==> src/rtl/cq_parser.sv <==
// rtl/cq_parser.sv - CQ request decoder: strips the descriptor, realigns write payload to DW0
// and emits one PIO request packet per TLP with a pre-built completion head in tuser.
module cq_parser #(
  localparam int PIO_DATA_W = 256,
  localparam int PIO_KEEP_W = 8,
  localparam int PIO_USER_W = 140
) (
  input  logic                  clk,
  input  logic                  rst,
  input  logic [PIO_DATA_W-1:0] cq_tdata,
  input  logic [87:0]           cq_tuser,
  input  logic                  cq_tlast,
  input  logic [7:0]            cq_tkeep,
  input  logic                  cq_tvalid,
  output logic                  cq_tready,
  output logic [PIO_DATA_W-1:0] m_axis_req_tdata,
  output logic [PIO_USER_W-1:0] m_axis_req_tuser,
  output logic [PIO_KEEP_W-1:0] m_axis_req_tkeep,
  output logic                  m_axis_req_tlast,
  output logic                  m_axis_req_tvalid,
  input  logic                  m_axis_req_tready
);

  typedef enum logic [2:0] {
    S_IDLE,
    S_STREAM,
    S_FLUSH,
    S_RD,
    S_DROP
  } state_t;

  localparam logic [3:0] TYPE_MEMRD = 4'b0000;
  localparam logic [3:0] TYPE_MEMWR = 4'b0001;

  state_t                  state_q, state_d;
  logic [127:0]            hold_q;
  logic [11:0]             dw_left_q;
  logic [PIO_USER_W-1:0]   tuser_q;

  logic [3:0]  req_type;
  logic [10:0] dw_cnt;
  logic [11:0] dw_full;
  logic [3:0]  first_be, last_be;
  logic [1:0]  lo_off, hi_gap;
  logic [12:0] byte_cnt;
  logic [31:0] ap_mask, aligned_addr;
  logic [95:0] cc_head;
  logic [PIO_USER_W-1:0] tuser_d;

  logic                  ld_hdr, adv;
  logic                  cq_rdy, m_valid, m_last;
  logic [PIO_DATA_W-1:0] m_data;
  logic [PIO_KEEP_W-1:0] m_keep, keep_left;
  logic                  stream_last;

  logic unused_inputs;
  assign unused_inputs = ^{cq_tkeep, cq_tuser[87:12], cq_tuser[7:4],
                           cq_tdata[63:32], cq_tdata[79], cq_tdata[111:104], cq_tdata[127]};

  assign req_type = cq_tdata[78:75];
  assign dw_cnt   = cq_tdata[74:64];
  assign dw_full  = (dw_cnt == 11'd0) ? 12'd1024 : {1'b0, dw_cnt};
  assign first_be = cq_tuser[3:0];
  assign last_be  = cq_tuser[11:8];

  always_comb begin
    lo_off = 2'd0;
    casez (first_be)
      4'b???1: lo_off = 2'd0;
      4'b??10: lo_off = 2'd1;
      4'b?100: lo_off = 2'd2;
      4'b1000: lo_off = 2'd3;
      default: lo_off = 2'd0;
    endcase
  end

  // Leading zeros of last_be from bit 3; an empty mask saturates at 3.
  always_comb begin
    hi_gap = 2'd3;
    casez (last_be)
      4'b1???: hi_gap = 2'd0;
      4'b01??: hi_gap = 2'd1;
      4'b001?: hi_gap = 2'd2;
      default: hi_gap = 2'd3;
    endcase
  end

  always_comb begin
    byte_cnt = 13'd1;
    if (dw_cnt == 11'd1) begin
      casez (first_be)
        4'b1??1:                   byte_cnt = 13'd4;
        4'b01?1, 4'b1?10:          byte_cnt = 13'd3;
        4'b0011, 4'b0110, 4'b1100: byte_cnt = 13'd2;
        default:                   byte_cnt = 13'd1;
      endcase
    end else begin
      byte_cnt = {dw_full[10:0], 2'b00} - {11'd0, lo_off} - {11'd0, hi_gap};
    end
  end

  assign ap_mask      = cq_tdata[120] ? 32'hFFFF_FFFF
                                      : ((32'd1 << cq_tdata[119:115]) - 32'd1);
  assign aligned_addr = {cq_tdata[31:2], 2'b00} & ap_mask;

  assign cc_head = {1'b0, cq_tdata[126:124], cq_tdata[123:121], 17'd0,
                    cq_tdata[103:96], cq_tdata[95:80], 5'd0, dw_cnt,
                    3'd0, byte_cnt, 6'd0, cq_tdata[1:0], 1'b0,
                    cq_tdata[6:2], lo_off};

  assign tuser_d = {(req_type == TYPE_MEMWR), cq_tdata[114:112], first_be, last_be,
                    aligned_addr, cc_head};

  assign stream_last = (dw_left_q <= 12'd8);
  assign keep_left   = (|dw_left_q[11:3]) ? 8'hFF
                                          : (8'hFF >> (4'd8 - {1'b0, dw_left_q[2:0]}));

  always_comb begin
    state_d = state_q;
    cq_rdy  = 1'b0;
    m_valid = 1'b0;
    m_data  = '0;
    m_keep  = '0;
    m_last  = 1'b0;
    ld_hdr  = 1'b0;
    adv     = 1'b0;
    case (state_q)
      S_IDLE: begin
        cq_rdy = 1'b1;
        if (cq_tvalid) begin
          ld_hdr = 1'b1;
          if (req_type == TYPE_MEMRD)
            state_d = cq_tlast ? S_RD : S_DROP;
          else if (req_type == TYPE_MEMWR)
            state_d = cq_tlast ? S_FLUSH : S_STREAM;
          else
            state_d = cq_tlast ? S_IDLE : S_DROP;
        end
      end
      S_STREAM: begin
        // Output beat = low half of the incoming beat over the held upper half of the previous one.
        m_valid = cq_tvalid;
        cq_rdy  = m_axis_req_tready;
        m_data  = {cq_tdata[127:0], hold_q};
        m_last  = stream_last;
        m_keep  = keep_left;
        if (cq_tvalid && m_axis_req_tready) begin
          adv = 1'b1;
          if (stream_last)
            state_d = S_IDLE;
          else if (cq_tlast)
            state_d = S_FLUSH;
        end
      end
      S_FLUSH: begin
        m_valid = 1'b1;
        m_data  = {128'd0, hold_q};
        m_last  = 1'b1;
        m_keep  = keep_left;
        if (m_axis_req_tready)
          state_d = S_IDLE;
      end
      S_RD: begin
        m_valid = 1'b1;
        m_last  = 1'b1;
        if (m_axis_req_tready)
          state_d = S_IDLE;
      end
      S_DROP: begin
        cq_rdy = 1'b1;
        if (cq_tvalid && cq_tlast)
          state_d = S_IDLE;
      end
      default: state_d = S_IDLE;
    endcase
    if (rst) begin
      cq_rdy  = 1'b0;
      m_valid = 1'b0;
      m_data  = '0;
      m_keep  = '0;
      m_last  = 1'b0;
    end
  end

  always_ff @(posedge clk) begin
    if (rst) begin
      state_q   <= S_IDLE;
      hold_q    <= '0;
      dw_left_q <= '0;
      tuser_q   <= '0;
    end else begin
      state_q <= state_d;
      if (ld_hdr) begin
        hold_q    <= cq_tdata[255:128];
        dw_left_q <= dw_full;
        tuser_q   <= tuser_d;
      end else if (adv) begin
        hold_q    <= cq_tdata[255:128];
        dw_left_q <= dw_left_q - 12'd8;
      end
    end
  end

  assign cq_tready         = cq_rdy;
  assign m_axis_req_tvalid = m_valid;
  assign m_axis_req_tdata  = m_data;
  assign m_axis_req_tkeep  = m_keep;
  assign m_axis_req_tlast  = m_last;
  assign m_axis_req_tuser  = rst ? '0 : tuser_q;

endmodule

==> config.mk <==
export PLATFORM = sky130hd
export DESIGN_NAME = cq_parser
export DESIGN_NICKNAME = d
export VERILOG_FILES = /design/src/rtl/cq_parser.sv
export SDC_FILE = /design/constraint.sdc
export NUM_CORES = 1
export LEC_CHECK = 0
export CORE_AREA = 2 2 300 302
export DETAILED_ROUTE_END_ITERATION = 10
export DIE_AREA = 0 0 302 304
export PLACE_DENSITY = 0.36
export SYNTH_ARGS = -nofsm -noshare
export SYNTH_HDL_FRONTEND = slang
export SYNTH_SLANG_ARGS = --single-unit
export TNS_END_PERCENT = 50
==> constraint.sdc <==
create_clock -name clk -period 9.2 [get_ports clk]
set_input_delay 2.76 -clock clk [delete_from_list [all_inputs] [get_ports clk]]
set_output_delay 2.76 -clock clk [all_outputs]
set_load 0.02 [all_outputs]
==> results summary <==
The flow ran to the end, and the final reports show no timing, DRC or antenna violations. The number of buffers inserted during clock tree synthesis is 37. The design area is 21100 µm². The worst hold-check path type is flop to flop. The via count of the first global-routing pass came out at 12906.

The standard cell core area came out at 89000 µm². The cell count of the worst hold path is 2. The aggregate global routing overflow is 0.

The number of instances in the placed design came out at roughly 3400. Detailed placement ended at an HPWL of 44300 µm. The final total negative setup slack is 0 ns. Data on the critical path arrives at its endpoint at 4.91 ns. The placed cell area came out at 19800 µm². The count of clock tree sinks came out at 248.

The synthesized netlist occupies a cell area of 12400 µm². The share of flip-flops with an asynchronous set or reset after synthesis is 0. The number of nets with antenna violations after detailed routing came out at 0.

In the final routed layout, each cell accounts on average for 17.2 µm. The kind of critical path is input pin to output port. The number of flops mapped to enable cells by yosys came out at 0. For this configuration, the core starts out at a cell density of 0.139. The worst-skew pair later-pin latency came out at 0.55 ns. The average cell area after synthesis is 7.38 µm². The growth of design area from synthesis to finish came out at 69.8%. The first global-routing pass estimated 86200 µm of wire.

The number of standard cells in the final layout excluding fillers came out at 3453. The analysis attributes to cell leakage a power of 7.56 nW. The worst max-slew margin expressed relative to the limit is 0.281.

The cell depth of the worst flop-to-flop path came out at 5. The routability congestion estimate from global placement came out at 0.792. The overall die width is roughly 300 µm.

The portion of total power attributed to the clock network came out at 0.440. The power share of the sequential group came out at 0.360. The number of warnings reported in the yosys synthesis log came out at 0.

The share of cells above drive strength 1 came out at 0.0409. Setup violations remaining at the end of the flow were counted as 0. The internal power of the cells totals roughly 2.4 mW. The tool flagged a number of max-cap violations equal to 0. On the final layout, the worst clock skew is 0.0108 ns.

The number of buffers added on ports came out at 640. The maximum achievable frequency is 130 MHz. The number of hold buffers added after cts is 0. The startpoint identified for the worst hold timing path is hold_q[52]. The final design utilization is 0.236. The total number of nets in the final design came out at about 2600. The share of the clock period used by the worst path came out at 0.834. The buffer count from post-CTS setup fixing is 0. Across all layers, the routed design uses 13059 vias. For flop-to-flop paths, the worst setup slack is 6.40 ns. The total die area is 91800 µm².

The pre-antenna-repair detailed-routing pass consisted of 5 iterations. The worst-path maximum fanout came out at 32. The cell count after synthesis came out at 1680. At the worst endpoint, the required time is between 6 and 7 ns. The initial antenna violation count came out at 8.

The maximum buffer depth of the clock tree is 3. The clock-pin slew on the worst setup and hold paths came out at 0.05 ns. Setup repair after global routing left no endpoint under its margin. The sequential share of the synthesized area is 0.400. The clock tree synthesis step divided the H-tree into 2 levels. The initial detailed-routing violation count came out at 623. The worst setup path is captured at an output port. The final-report max-slew violation count came out at 0.

Summed over all nets, the switching power comes to around 1.0 mW. The net switching share of the total power came out at 0.297. TritonCTS built the clock tree. The nature of the critical path startpoint is an input pin. The die extent in y is 304 µm.

The peak supply drop came out at 0.0939 mV. The number of storage elements in the synthesis netlist is 248. The most used flip-flop cell after synthesis is sky130_fd_sc_hd__dfxtp_1. The share of total power dissipated in combinational logic is 0.200. The number of hold violations in the final report came out at 0. Post-CTS repair changed the size of 0 cells. The pin count of the biggest net entering global routing is 90. The average vias per placed instance is ~3.8. The path with the worst hold slack has its endpoint at hold_q[52]. For this run, the total global-route usage over all layers was measured as 0.124.

The critical register-to-register path endpoint is hold_q[104]. The pin slew with the least headroom to its limit is 1.08 ns. The number of top-level pins is 764. The netlist uses 62 different library cells. The detailed-route DRC error count is 0.

The root buffer cell chosen for the clock tree is sky130_fd_sc_hd__clkbuf_16. The worst path in the final design needs a cycle of 7.67 ns, including I/O delays and setup. Row generation in the floorplan step produced 110 rows. The final layout contains routed wiring with a total length of approximately 60000 µm.

In this run the critical register-to-register path is launched from state_q[2]. The power per standard cell area is 160 nW/µm².
-- worst max path at each step --
stage                                  endpoint  slack [ns]  start  depth (start not counted)
after detailed placement  m_axis_req_tdata[176]        1.43    rst                          5
after CTS                 m_axis_req_tdata[176]        1.43    rst                          5
final                     m_axis_req_tdata[181]        1.53    rst                          5
after floorplan                       cq_tready        2.63    rst                          4
after global placement    m_axis_req_tdata[174]        1.48    rst                          5
after global routing      m_axis_req_tdata[181]        1.34    rst                          5
-- layout make-up --
cell class / count / area [µm²]
diodes: 4 / 10.0
clock buffers: 53 / 1060
clock inverters: 13 / 198
fillers: 9737 / 68000
multi-input cells: 1284 / 6700
flip-flops and latches: 248 / 4960
repair buffers: 660 / 6600
well taps: 1176 / 1470
inverters: 15 / 56.3
-- stage by stage --
step | worst slack, ns | total power, mW | hold WS (ns)
detailed placement | 1.43 | 1.92 | 0.440
floorplan | 2.63 | 1.59 | 0.427
global route | 1.34 | 3.56 | 0.462
CTS | 1.43 | 3.45 | 0.447
global placement | 1.48 | 1.91 | 0.436
finish | 1.53 | 3.36 | 0.447
-- critical path, cell delays in order --
cell and delay [ns]:
sky130_fd_sc_hd__buf_8 0.16, sky130_fd_sc_hd__nor2_4 0.75, sky130_fd_sc_hd__buf_4 0.39, sky130_fd_sc_hd__and2_1 0.16, sky130_fd_sc_hd__clkdlybuf4s50_1 0.65
-- sequential cells by signal (all words and copies together), names as in the netlist --
register	cells
dw_left_q	12
hold_q	128
state_q	3
tuser_q	105
-- Yosys cell counts, types with 5 or more instances --
cell,number,area [µm²]
sky130_fd_sc_hd__nor3_1,13,65.1
sky130_fd_sc_hd__and2_1,256,1600
sky130_fd_sc_hd__buf_6,5,56.3
sky130_fd_sc_hd__nand3_1,20,100
sky130_fd_sc_hd__nor2b_1,110,688
sky130_fd_sc_hd__o21ai_0,30,150
sky130_fd_sc_hd__nand2b_1,6,37.5
sky130_fd_sc_hd__nor2_1,32,120
sky130_fd_sc_hd__xor2_1,5,43.8
sky130_fd_sc_hd__ha_1,8,100
sky130_fd_sc_hd__buf_4,39,293
sky130_fd_sc_hd__dfxtp_1,248,4960
sky130_fd_sc_hd__a21oi_1,232,1160
sky130_fd_sc_hd__clkbuf_1,98,368
sky130_fd_sc_hd__a21boi_0,8,60.1
sky130_fd_sc_hd__nand2_1,441,1660
sky130_fd_sc_hd__xnor2_1,8,70.1
sky130_fd_sc_hd__inv_1,15,56.3
sky130_fd_sc_hd__buf_2,24,120
sky130_fd_sc_hd__o211ai_1,11,82.6
-- layer usage --
| layer | part of all wire | wire, µm | up-vias | track usage |
|---|---|---|---|---|
| li1 | - | - | 6484 | - |
| met1 | 0.42 | 25200 | 6114 | 0.153 |
| met2 | 0.47 | 28300 | 389 | 0.208 |
| met3 | 0.079 | 4720 | 68 | 0.0405 |
| met4 | 0.022 | 1320 | 4 | 0.0324 |
| met5 | 0.00039 | 23 | - | 0 |
-- cell families (layout without fill, tap and decap cells) --
kind of cell             count (synthesis)  in the layout  share of synthesized area
AND/OR/NAND/NOR                        907            907                      0.364
multiplexers                             3              3                    0.00242
adder cells (fa/ha/maj)                  9              9                    0.00969
flip-flops                             248            248                      0.400
buffers and inverters                  182            741                     0.0723
XOR/XNOR                                13             13                    0.00918
other                                    1             39                   0.000302
AO/OA/AOI/OAI                          317            317                      0.142
-- power groups by stage --
| stage | sequential, mW | combinational, mW | clock [mW] |
|---|---|---|---|
| 2_1_floorplan | 1.22 | 0.377 | 0 |
| 3_3_place_gp | 1.23 | 0.684 | 0 |
| 3_5_place_dp | 1.23 | 0.688 | 0 |
| 4_1_cts | 1.21 | 0.692 | 1.55 |
| 5_1_grt | 1.22 | 0.745 | 1.59 |
| 6_report | 1.21 | 0.673 | 1.48 |
-- cells in the final DEF, fill, tap and decap left out, types with 4 or more instances in the layout --
cell                              netlist  final
sky130_fd_sc_hd__xor2_1                 5      5
sky130_fd_sc_hd__clkbuf_8               0      7
sky130_fd_sc_hd__nand2b_1               6      6
sky130_fd_sc_hd__a31oi_1                4      4
sky130_fd_sc_hd__nor2b_1              110    110
sky130_fd_sc_hd__nand2_1              441    441
sky130_fd_sc_hd__o211ai_1              11     11
sky130_fd_sc_hd__clkdlybuf4s50_1        0    639
sky130_fd_sc_hd__conb_1                 1     35
sky130_fd_sc_hd__nor3_1                13     13
sky130_fd_sc_hd__bufinv_16              0      4
sky130_fd_sc_hd__o21ai_0               30     30
sky130_fd_sc_hd__clkinv_2               0      4
sky130_fd_sc_hd__clkbuf_16              0     37
sky130_fd_sc_hd__a21oi_1              232    232
sky130_fd_sc_hd__dfxtp_1              248    248
sky130_fd_sc_hd__diode_2                0      4
sky130_fd_sc_hd__inv_1                 15     15
sky130_fd_sc_hd__nand3_1               20     19
sky130_fd_sc_hd__and2_1               256    256
sky130_fd_sc_hd__a211oi_1               4      4
sky130_fd_sc_hd__nor2_1                32     32
sky130_fd_sc_hd__a21boi_0               8      8
sky130_fd_sc_hd__buf_4                 39     17
sky130_fd_sc_hd__clkbuf_1              98      9
sky130_fd_sc_hd__ha_1                   8      8
sky130_fd_sc_hd__xnor2_1                8      8
No activity file was read; power rests on OpenSTA's default activity.
